[src/rtl/cmd_frame_pkg.sv]
// Shared types and frame-layout constants for the command frame decoder.
package cmd_frame_pkg;

    typedef enum logic [2:0] {
        HUNT,
        ADDR,
        DATA,
        CSUM,
        ISSUE
    } frame_state_e;

    localparam int ADDR_BYTES  = 2;
    localparam int DATA_BYTES  = 4;
    localparam int FRAME_BYTES = 8;

    localparam logic [7:0] DEFAULT_SYNC_BYTE = 8'hA5;

endpackage

[src/rtl/sat_counter.sv]
// Event counter that sticks at all-ones instead of wrapping; cleared only by reset.
module sat_counter #(
    parameter int WIDTH = 16
) (
    input  logic             clk_i,
    input  logic             rst_n_i,
    input  logic             inc_i,
    output logic [WIDTH-1:0] count_o
);

    logic [WIDTH-1:0] r_count;

    always_ff @(posedge clk_i or negedge rst_n_i) begin
        if (!rst_n_i) begin
            r_count <= '0;
        end else if (inc_i && (r_count != '1)) begin
            r_count <= r_count + 1'b1;
        end
    end

    assign count_o = r_count;

endmodule

[src/rtl/cmd_frame_decoder.sv]
// Byte-stream framer: hunts SYNC, collects big-endian addr/data, checks XOR csum,
// and emits a one-cycle register write per good frame.
module cmd_frame_decoder
    import cmd_frame_pkg::*;
#(
    parameter logic [7:0] SYNC_BYTE      = DEFAULT_SYNC_BYTE,
    parameter int         ADDR_WIDTH     = 16,
    parameter int         DATA_WIDTH     = 32,
    parameter int         TIMEOUT_CYCLES = 100000,
    parameter int         CNT_WIDTH      = 16
) (
    input  logic                  clk_i,
    input  logic                  rst_n_i,
    input  logic [7:0]            byte_i,
    input  logic                  byte_valid_i,
    output logic                  byte_ready_o,
    output logic [ADDR_WIDTH-1:0] cmd_addr_o,
    output logic [DATA_WIDTH-1:0] cmd_data_o,
    output logic                  cmd_valid_o,
    output logic [CNT_WIDTH-1:0]  csum_err_count_o,
    output logic [CNT_WIDTH-1:0]  timeout_count_o,
    output logic                  busy_o
);

    localparam int IDX_W = $clog2(FRAME_BYTES);
    localparam int GAP_W = $clog2(TIMEOUT_CYCLES);

    localparam logic [IDX_W-1:0] ADDR_LAST = IDX_W'(ADDR_BYTES - 1);
    localparam logic [IDX_W-1:0] DATA_LAST = IDX_W'(DATA_BYTES - 1);
    localparam logic [GAP_W-1:0] GAP_LAST  = GAP_W'(TIMEOUT_CYCLES - 1);

    frame_state_e r_state;
    frame_state_e w_next;

    logic [IDX_W-1:0]      r_idx;
    logic [GAP_W-1:0]      r_gap;
    logic [15:0]           r_addr_sh;
    logic [31:0]           r_data_sh;
    logic [7:0]            r_csum;
    logic [ADDR_WIDTH-1:0] r_cmd_addr;
    logic [DATA_WIDTH-1:0] r_cmd_data;

    logic w_accept;
    logic w_in_frame;
    logic w_timeout;
    logic w_csum_ok;
    logic w_csum_bad;

    assign byte_ready_o = (r_state != ISSUE);
    assign w_accept     = byte_valid_i && byte_ready_o;
    assign w_in_frame   = (r_state == ADDR) || (r_state == DATA) || (r_state == CSUM);
    // A byte arriving on the expiry cycle wins, so expiry requires an idle input.
    assign w_timeout    = w_in_frame && !byte_valid_i && (r_gap == GAP_LAST);
    assign w_csum_ok    = (r_state == CSUM) && w_accept && (byte_i == r_csum);
    assign w_csum_bad   = (r_state == CSUM) && w_accept && (byte_i != r_csum);

    always_ff @(posedge clk_i or negedge rst_n_i) begin
        if (!rst_n_i) begin
            r_state <= HUNT;
        end else begin
            r_state <= w_next;
        end
    end

    always_comb begin
        w_next = r_state;
        case (r_state)
            HUNT:    if (w_accept && (byte_i == SYNC_BYTE)) w_next = ADDR;
            ADDR:    if (w_accept && (r_idx == ADDR_LAST))  w_next = DATA;
            DATA:    if (w_accept && (r_idx == DATA_LAST))  w_next = CSUM;
            CSUM:    if (w_accept) w_next = w_csum_ok ? ISSUE : HUNT;
            ISSUE:   w_next = HUNT;
            default: w_next = HUNT;
        endcase
        if (w_timeout) begin
            w_next = HUNT;
        end
    end

    always_ff @(posedge clk_i or negedge rst_n_i) begin
        if (!rst_n_i) begin
            r_idx <= '0;
            r_gap <= '0;
        end else begin
            case (r_state)
                ADDR:    if (w_accept) r_idx <= (r_idx == ADDR_LAST) ? '0 : r_idx + 1'b1;
                DATA:    if (w_accept) r_idx <= (r_idx == DATA_LAST) ? '0 : r_idx + 1'b1;
                default: r_idx <= '0;
            endcase
            if (!w_in_frame || w_accept || w_timeout) begin
                r_gap <= '0;
            end else begin
                r_gap <= r_gap + 1'b1;
            end
        end
    end

    // Field assembly; contents only matter once a frame completes, so no reset.
    always_ff @(posedge clk_i) begin
        if (r_state == HUNT) begin
            r_csum <= '0;
        end else if (w_accept && (r_state == ADDR)) begin
            r_addr_sh <= {r_addr_sh[7:0], byte_i};
            r_csum    <= r_csum ^ byte_i;
        end else if (w_accept && (r_state == DATA)) begin
            r_data_sh <= {r_data_sh[23:0], byte_i};
            r_csum    <= r_csum ^ byte_i;
        end
    end

    always_ff @(posedge clk_i or negedge rst_n_i) begin
        if (!rst_n_i) begin
            r_cmd_addr <= '0;
            r_cmd_data <= '0;
        end else if (w_csum_ok) begin
            r_cmd_addr <= ADDR_WIDTH'(r_addr_sh);
            r_cmd_data <= DATA_WIDTH'(r_data_sh);
        end
    end

    sat_counter #(.WIDTH(CNT_WIDTH)) u_csum_err_cnt (
        .clk_i   (clk_i),
        .rst_n_i (rst_n_i),
        .inc_i   (w_csum_bad),
        .count_o (csum_err_count_o)
    );

    sat_counter #(.WIDTH(CNT_WIDTH)) u_timeout_cnt (
        .clk_i   (clk_i),
        .rst_n_i (rst_n_i),
        .inc_i   (w_timeout),
        .count_o (timeout_count_o)
    );

    assign cmd_addr_o  = r_cmd_addr;
    assign cmd_data_o  = r_cmd_data;
    assign cmd_valid_o = (r_state == ISSUE);
    assign busy_o      = (r_state != HUNT);

endmodule
[config.mk]
export PLATFORM = sky130hd
export DESIGN_NAME = cmd_frame_decoder
export DESIGN_NICKNAME = d
export VERILOG_FILES = /design/src/rtl/cmd_frame_pkg.sv /design/src/rtl/sat_counter.sv /design/src/rtl/cmd_frame_decoder.sv
export SDC_FILE = /design/constraint.sdc
export NUM_CORES = 1
export LEC_CHECK = 0
export CAP_MARGIN = 20
export CELL_PAD_IN_SITES_DETAIL_PLACEMENT = 1
export CELL_PAD_IN_SITES_GLOBAL_PLACEMENT = 1
export CORE_ASPECT_RATIO = 1.2
export CORE_MARGIN = 5
export CORE_UTILIZATION = 29
export CTS_CLUSTER_SIZE = 20
export DETAILED_ROUTE_END_ITERATION = 8
export PLACE_DENSITY = 0.55
export SLEW_MARGIN = 10
export SYNTH_ARGS = -nofsm -noshare
export SYNTH_HDL_FRONTEND = slang
export SYNTH_HIERARCHICAL = 1
export SYNTH_SLANG_ARGS = --single-unit
[constraint.sdc]
create_clock -name clk_i -period 1.95 [get_ports clk_i]
set_input_delay 0.39 -clock clk_i [delete_from_list [all_inputs] [get_ports clk_i]]
set_output_delay 0.39 -clock clk_i [all_outputs]
set_load 0.02 [all_outputs]
==> results of run 1 <==
[worst max-delay path, stage by stage (launching register included)]
cell and delay, ns:
dfrtp_1 0.36, ha_2 0.18, and4_1 0.21, nand4_1 0.10, buf_4 0.17, nor2_4 0.17, nand4_1 0.17, nor4_4 0.25
and4b_1 0.26, a21oi_1 0.07
[path summary, 6_finish.rpt]
path	start	end	slack, ns	cells past startpoint
max reg2reg	r_gap[0]	u_timeout_cnt/count_o[15]	-0.10	9
min	rst_n_i	cmd_addr_o[0]	0.40	2
min in group clk_i	byte_i[2]	r_data_sh[2]	0.40	2
min reg2reg	r_data_sh[21]	r_data_sh[29]	0.45	0
max in group asynchronous	rst_n_i	u_csum_err_cnt/count_o[2]	1.00	3
max	r_gap[0]	u_timeout_cnt/count_o[15]	-0.10	9
[logic make-up after synthesis]
group                    Yosys count  share of synthesized area
AND/OR/NAND/NOR                  146                      0.149
XOR/XNOR                          36                     0.0473
flip-flops                       159                      0.627
buffers and inverters             18                     0.0150
multiplexers                      50                     0.0845
adder cells (fa/ha/maj)            7                     0.0131
AO/OA/AOI/OAI                     68                     0.0644
[through the flow]
step	setup TNS, ns	total power, mW	setup slack [ns]	utilization	instances
6_report	-0.235	6.97	-0.100	0.415	956
3_3_place_gp	-34.63	3.86	-0.575	0.374	906
3_5_place_dp	-38.09	3.87	-0.602	0.374	906
4_1_cts	-0.247	7.08	-0.0964	0.403	947
5_1_grt	-1.42	7.30	-0.235	0.415	956
2_1_floorplan	-0.0299	3.67	-0.0153	-	484
[synth_stat cells, types with 4 or more instances]
| cell | count |
|---|---|
| ha_1 | 7 |
| o21ai_0 | 24 |
| nor2_1 | 25 |
| inv_1 | 6 |
| edfxtp_1 | 48 |
| and3_1 | 4 |
| nand2b_1 | 9 |
| nand2_1 | 18 |
| and4_1 | 6 |
| a21oi_1 | 18 |
| xor2_1 | 16 |
| nand3_1 | 15 |
| or3_1 | 4 |
| dfrtp_1 | 103 |
| buf_2 | 5 |
| a31oi_1 | 6 |
| xnor2_1 | 20 |
| o21a_1 | 10 |
| nor4_4 | 4 |
| nand4_1 | 27 |
| dfxtp_1 | 8 |
| mux2_2 | 39 |
| mux2_1 | 11 |
[cell usage in the layout, fill, tap and decap left out, types with 6 or more instances in the layout]
| cell | synthesis | layout |
|---|---|---|
| ha_1 | 7 | 6 |
| mux2_1 | 11 | 11 |
| dfrtp_1 | 103 | 102 |
| edfxtp_1 | 48 | 48 |
| xor2_1 | 16 | 16 |
| and4_1 | 6 | 6 |
| dlygate4sd2_1 | 0 | 19 |
| xnor2_2 | 0 | 6 |
| nand3_1 | 15 | 15 |
| mux2_2 | 39 | 39 |
| nand4_1 | 27 | 27 |
| o21ai_0 | 24 | 23 |
| clkbuf_16 | 0 | 19 |
| a21oi_1 | 18 | 16 |
| buf_12 | 0 | 7 |
| clkdlybuf4s50_1 | 0 | 56 |
| o21a_1 | 10 | 10 |
| xnor2_1 | 20 | 14 |
| dlymetal6s2s_1 | 0 | 15 |
| buf_4 | 3 | 67 |
| nand2b_1 | 9 | 9 |
| inv_1 | 6 | 6 |
| dfxtp_2 | 0 | 8 |
| nor2_1 | 25 | 20 |
| nand2_1 | 18 | 15 |
[area by class of cell]
type | count | share of cell area
Timing Repair Buffer | 173 | 0.180
Clock buffer | 18 | 0.0470
Clock inverter | 14 | 0.0133
Inverter | 6 | 0.00241
Tap cell | 279 | 0.0374
Sequential cell | 159 | 0.449
Multi-Input combinational cell | 307 | 0.271
[power by group through the flow]
stage,logic [mW],clock network (mW),registers [mW]
2_1_floorplan,0.114,0,3.55
3_3_place_gp,0.304,0,3.56
3_5_place_dp,0.313,0,3.56
4_1_cts,0.314,3.28,3.49
5_1_grt,0.356,3.45,3.50
6_report,0.319,3.15,3.50
[layer usage]
layer / wire length, µm / vias up / global-route usage
met1: 6980 / 2340 / 0.158
met5: 13 / - / 0
met4: 170 / 2 / 0.0358
met3: 673 / 18 / 0.0329
li1: - / 2167 / -
met2: 8840 / 85 / 0.227
[state kept, by name, summed over array words and instances (netlist names), 8 cells and up]
name / cells
r_addr_sh: 16
r_data_sh: 32
r_csum: 8
r_gap: 17
u_timeout_cnt/count_o: 16
cmd_addr_o: 16
cmd_data_o: 32
u_csum_err_cnt/count_o: 16
[repair_timing]
| action | 4_1_cts | 5_1_grt |
|---|---|---|
| pin swaps | 11 | 23 |
| gates cloned | 0 | 2 |
| setup buffers | 8 | 9 |
| hold buffers | 1 | 0 |
| hold endpoints to repair | 18 | 0 |
| gates resized for setup | 36 | 48 |
| endpoints found under the setup margin | 78 | 83 |
==> results_dict.tcl, run 1 <==
set metrics [dict create \
    synth_flop_cell "dfrtp_1" \
    ys_ff_latch 159 \
    worstPathRequired_ns 2.24 \
    core.rowCount 60 \
    dr_total_vias 4612 \
    cp_max_fo 5 \
    setup_slack_ns -0.100 \
    die_h_um 176 \
    drive_gt1_frac 0.306 \
    synth_area_leader_cell "dfrtp_1" \
    status "finished with violations" \
    die_area_mm2 0.0261 \
    synthDominantCellAreaShare 0.387 \
    detail_route.wl_per_cell_um 17.4 \
    arrival_ns 2.34 \
    clk_latency_ns 0.42 \
    synthTopCellsByArea "dfrtp_1 39%, edfxtp_1 22%, mux2_2 6.6%" \
    rsz0062_at_grt "yes" \
    yosys_warnings 6 \
    clock_path_buffers 2 \
    initial_core_util 0.296 \
    antenna_found_initial 1 \
    power_frac_seq 0.502 \
    grt_pass1_vias 4979 \
    antennaDiodeCount 0 \
    core_area_mm2 0.0225 \
    finClkSkew_ns 0.00995 \
    grt_overflow 0 \
    tritoncts "built" \
    multi_input_area_mm2 0.00253 \
    grt_max_degree 44 \
    place_area_mm2 0.00842 \
    cts_buffers 17 \
    switching_share 0.238 \
    synth_edf_count 48 \
    hold_path_class "primary input to async pin" \
    p_sw_mw 1.66 \
    place_hpwl_mm 11.7 \
    clkSlewWorstSetupHoldPaths_ns 0.07 \
    clock.fmax_ghz 0.488 \
    intPower_mw 5.31 \
    synthDistinctLibCells 51 \
    final-seq-area_mm2 0.00419 \
    setup_violations 6 \
    final_nets 682 \
    ir_drop_mv 0.601 \
    dieWidth_um 148 \
    ys_seq_area_frac 0.627 \
    vias_per_cell 4.82 \
    slew_violations 0 \
    failed_checks "negative setup slack" \
    synthCells 484 \
    p_clk_frac 0.452 \
    gp_congestion 0.793 \
    post-route-period-util 1.05 \
    avgSynthCellArea_um2 13.8 \
    drt_iter0_drc 183 \
    critical_path_class "flip-flop to flip-flop" \
    design_area_mm2 0.00934 \
    fillers 2372 \
    antenna_left 0 \
    hold_slack_ns 0.397 \
    totalWireLength_mm 16.7 \
    area_delta_synth_final_pct 40.1 \
    pwr-share-comb 0.046 \
    drc 0 \
    worstMarginPinSlew_ns 0.421 \
    track_usage 0.129 \
    cp-start-kind "flip-flop" \
    total_leakage_power_nw 4.30 \
    root_buffer "clkbuf_16" \
    synthesis.nets 502 \
    portBuffers 93 \
    grt_pass1_wl_mm 27.0 \
    period_needed_ns 2.05 \
    syn_area_mm2 0.00667 \
    drv_cap 0 \
    power_density_mw_per_mm2 746 \
    htreeDepth 4 \
    io_pins 94 \
    clkSinkCount 159 \
    dr.pass1.iters 4 \
    max_slew_margin 0.718 \
    crit_path_end_kind "flip-flop" \
    hold_viol 0 \
    ys_async_sr_fraction 0.648 \
]
No activity file was read; power rests on OpenSTA's default activity.
==> run 2: changes to the inputs <==
- CTS_CLUSTER_SIZE: 20 -> 25
==> results of run 2 <==
The final DEF is identical to that of run 1; final timing and power are the same.
==> run 3: changes to the inputs <==
- CORE_UTILIZATION: 29 -> 40
- PLACE_DENSITY: 0.55 -> 0.72
==> run 3 against run 2 <==
  * Routed wire length increased by 11%
  * The run still ends with negative setup slack left
  * Cell area increased by 1.4%
  * Total power increased by 5.5%
  * Largest cell class unchanged
==> results_dict.tcl, run 3 (synthesis gave the netlist of run 1 again) <==
set metrics [dict create \
    rrSetupSlack_ns -0.07 \
    core_area_mm2 0.0163 \
    max_slew_margin 0.619 \
    cp_max_fo 6 \
    drv_cap 0 \
    track_usage 0.186 \
    drc 0 \
    dr.pass1.iters 4 \
    cp-start-kind "flip-flop" \
    worstMarginPinSlew_ns 0.572 \
    power_density_mw_per_mm2 777 \
    final_nets 677 \
    vias_per_cell 5.33 \
    p_clk_frac 0.483 \
    slowest_delay_ns 0.33 \
    antenna_left 0 \
    core.rowCount 51 \
    portBuffers 93 \
    r2r_end "cmd_data_o[4]" \
    htreeDepth 4 \
    clkSinkCount 159 \
    power_frac_seq 0.476 \
    dieWidth_um 128 \
    failed_checks "negative setup slack" \
    clock_path_buffers 2 \
    grt_overflow 0 \
    hold_viol 0 \
    critPathSlowestCell "dfxtp_2" \
    initial_core_util 0.408 \
    place_hpwl_mm 10.9 \
    hold_path_class "primary input to async pin" \
    setup_slack_ns -0.0739 \
    cts_hold_buf 0 \
    grt_max_degree 104 \
    post-place-ws_ns -0.585 \
    tritoncts "built" \
    die_area_mm2 0.0194 \
    area_delta_synth_final_pct 42.1 \
    pwr-share-comb 0.042 \
    clk_latency_ns 0.44 \
    period_needed_ns 2.02 \
    switching_share 0.231 \
    intPower_mw 5.66 \
    final_cell_mix "103 x dfrtp_1, 55 x buf_4, 53 x clkdlybuf4s50_1" \
    fillers 1647 \
    post-route-period-util 1.04 \
    setup_violations 40 \
    io_pins 94 \
    cts_buffers 17 \
    cp_cell_sequence "xnor2_1 -> nand4_1 -> buf_4 -> nor3_4 -> buf_6 -> buf_12 -> buf_16 -> mux2_4" \
    clock.fmax_ghz 0.494 \
    p_sw_mw 1.70 \
    antennaDiodeCount 0 \
    arrival_ns 2.33 \
    totalWireLength_mm 18.5 \
    grt_pass1_wl_mm 27.6 \
    slew_violations 0 \
    worstPathRequired_ns 2.26 \
    gp_congestion 0.827 \
    clkSlewWorstSetupHoldPaths_ns 0.07 \
    drive_gt1_frac 0.299 \
    root_buffer "clkbuf_16" \
    startpoint "r_csum[0]" \
    grt_pass1_vias 5159 \
    mostFrequentLayoutCell "dfrtp_1" \
    crit_path_end_kind "flip-flop" \
    die_h_um 151 \
    finClkSkew_ns 0.0119 \
    ir_drop_mv 0.510 \
    rsz0062_at_grt "yes" \
    detail_route.wl_per_cell_um 20.9 \
    drt_iter0_drc 187 \
    rr_startpoint "r_csum[0]" \
    worstRegToRegCells 8 \
    dr_total_vias 4714 \
    total_leakage_power_nw 4.38 \
    critical_path_class "flip-flop to flip-flop" \
    antenna_found_initial 0 \
    power_mw 7.35 \
    status "finished with violations" \
]
## run 3: critical path, delay by kind of cell (launching register included)
kind,cells,cell delay (ns)
xor gates and xnor gates,1,0.21
buffers and inverters,4,0.65
DFF,1,0.33
muxes,1,0.31
and+or+nand+nor,2,0.40
## run 3: metal layers
layer / vias up / track usage / routed length [µm]
li1: 2157 / - / -
met1: 2415 / 0.199 / 7030
met2: 118 / 0.359 / 10400
met3: 24 / 0.0427 / 703
met4: 0 / 0.0563 / 362
met5: - / 0 / 0
## run 3: layout make-up
cell class	instances	area, µm²	area share
Sequential cell	159	4190	0.442
Multi-Input combinational cell	307	2660	0.281
Timing Repair Buffer	168	1710	0.181
Clock buffer	18	429	0.0453
Tap cell	212	265	0.0280
Clock inverter	14	194	0.0205
Inverter	6	22.5	0.00238
## run 3: repair_timing
| action | in CTS | in global routing |
|---|---|---|
| endpoints found under the setup margin | 84 | 79 |
| gates resized for setup | 55 | 81 |
| pin swaps | 18 | 18 |
| buffers inserted | 11 | 6 |
| cloned | 5 | 1 |
## run 3: power groups by stage
| stage | sequential, mW | combinational (mW) | clock, mW |
|---|---|---|---|
| finish | 3.50 | 0.305 | 3.55 |
| global route | 3.50 | 0.336 | 3.80 |
| CTS | 3.50 | 0.292 | 3.59 |
| detailed placement | 3.56 | 0.287 | 0 |
| global placement | 3.56 | 0.280 | 0 |
| floorplan | 3.55 | 0.114 | 0 |
## run 3: per-stage QoR
step	setup TNS [ns]	cells	util	hold WS, ns	instance area (µm²)
6_report	-1.94	884	0.580	0.0204	9470
5_1_grt	-5.26	884	0.580	0.0536	9470
4_1_cts	-3.70	878	0.561	0.0562	9170
3_5_place_dp	-40.71	830	0.505	0.432	8250
3_3_place_gp	-34.88	830	0.505	0.424	8250
2_1_floorplan	-0.0299	484	-	0.0944	6690
## run 3: worst max-delay path by stage
stage                                      end  slack, ns  cells after the start
finish                           cmd_data_o[4]      -0.07                      8
global route         u_timeout_cnt/count_o[15]      -0.19                      8
CTS                 u_csum_err_cnt/count_o[15]      -0.11                      9
detailed placement  u_csum_err_cnt/count_o[14]      -0.58                      9
global placement     u_timeout_cnt/count_o[10]      -0.56                      7
floorplan            u_timeout_cnt/count_o[15]      -0.02                      9
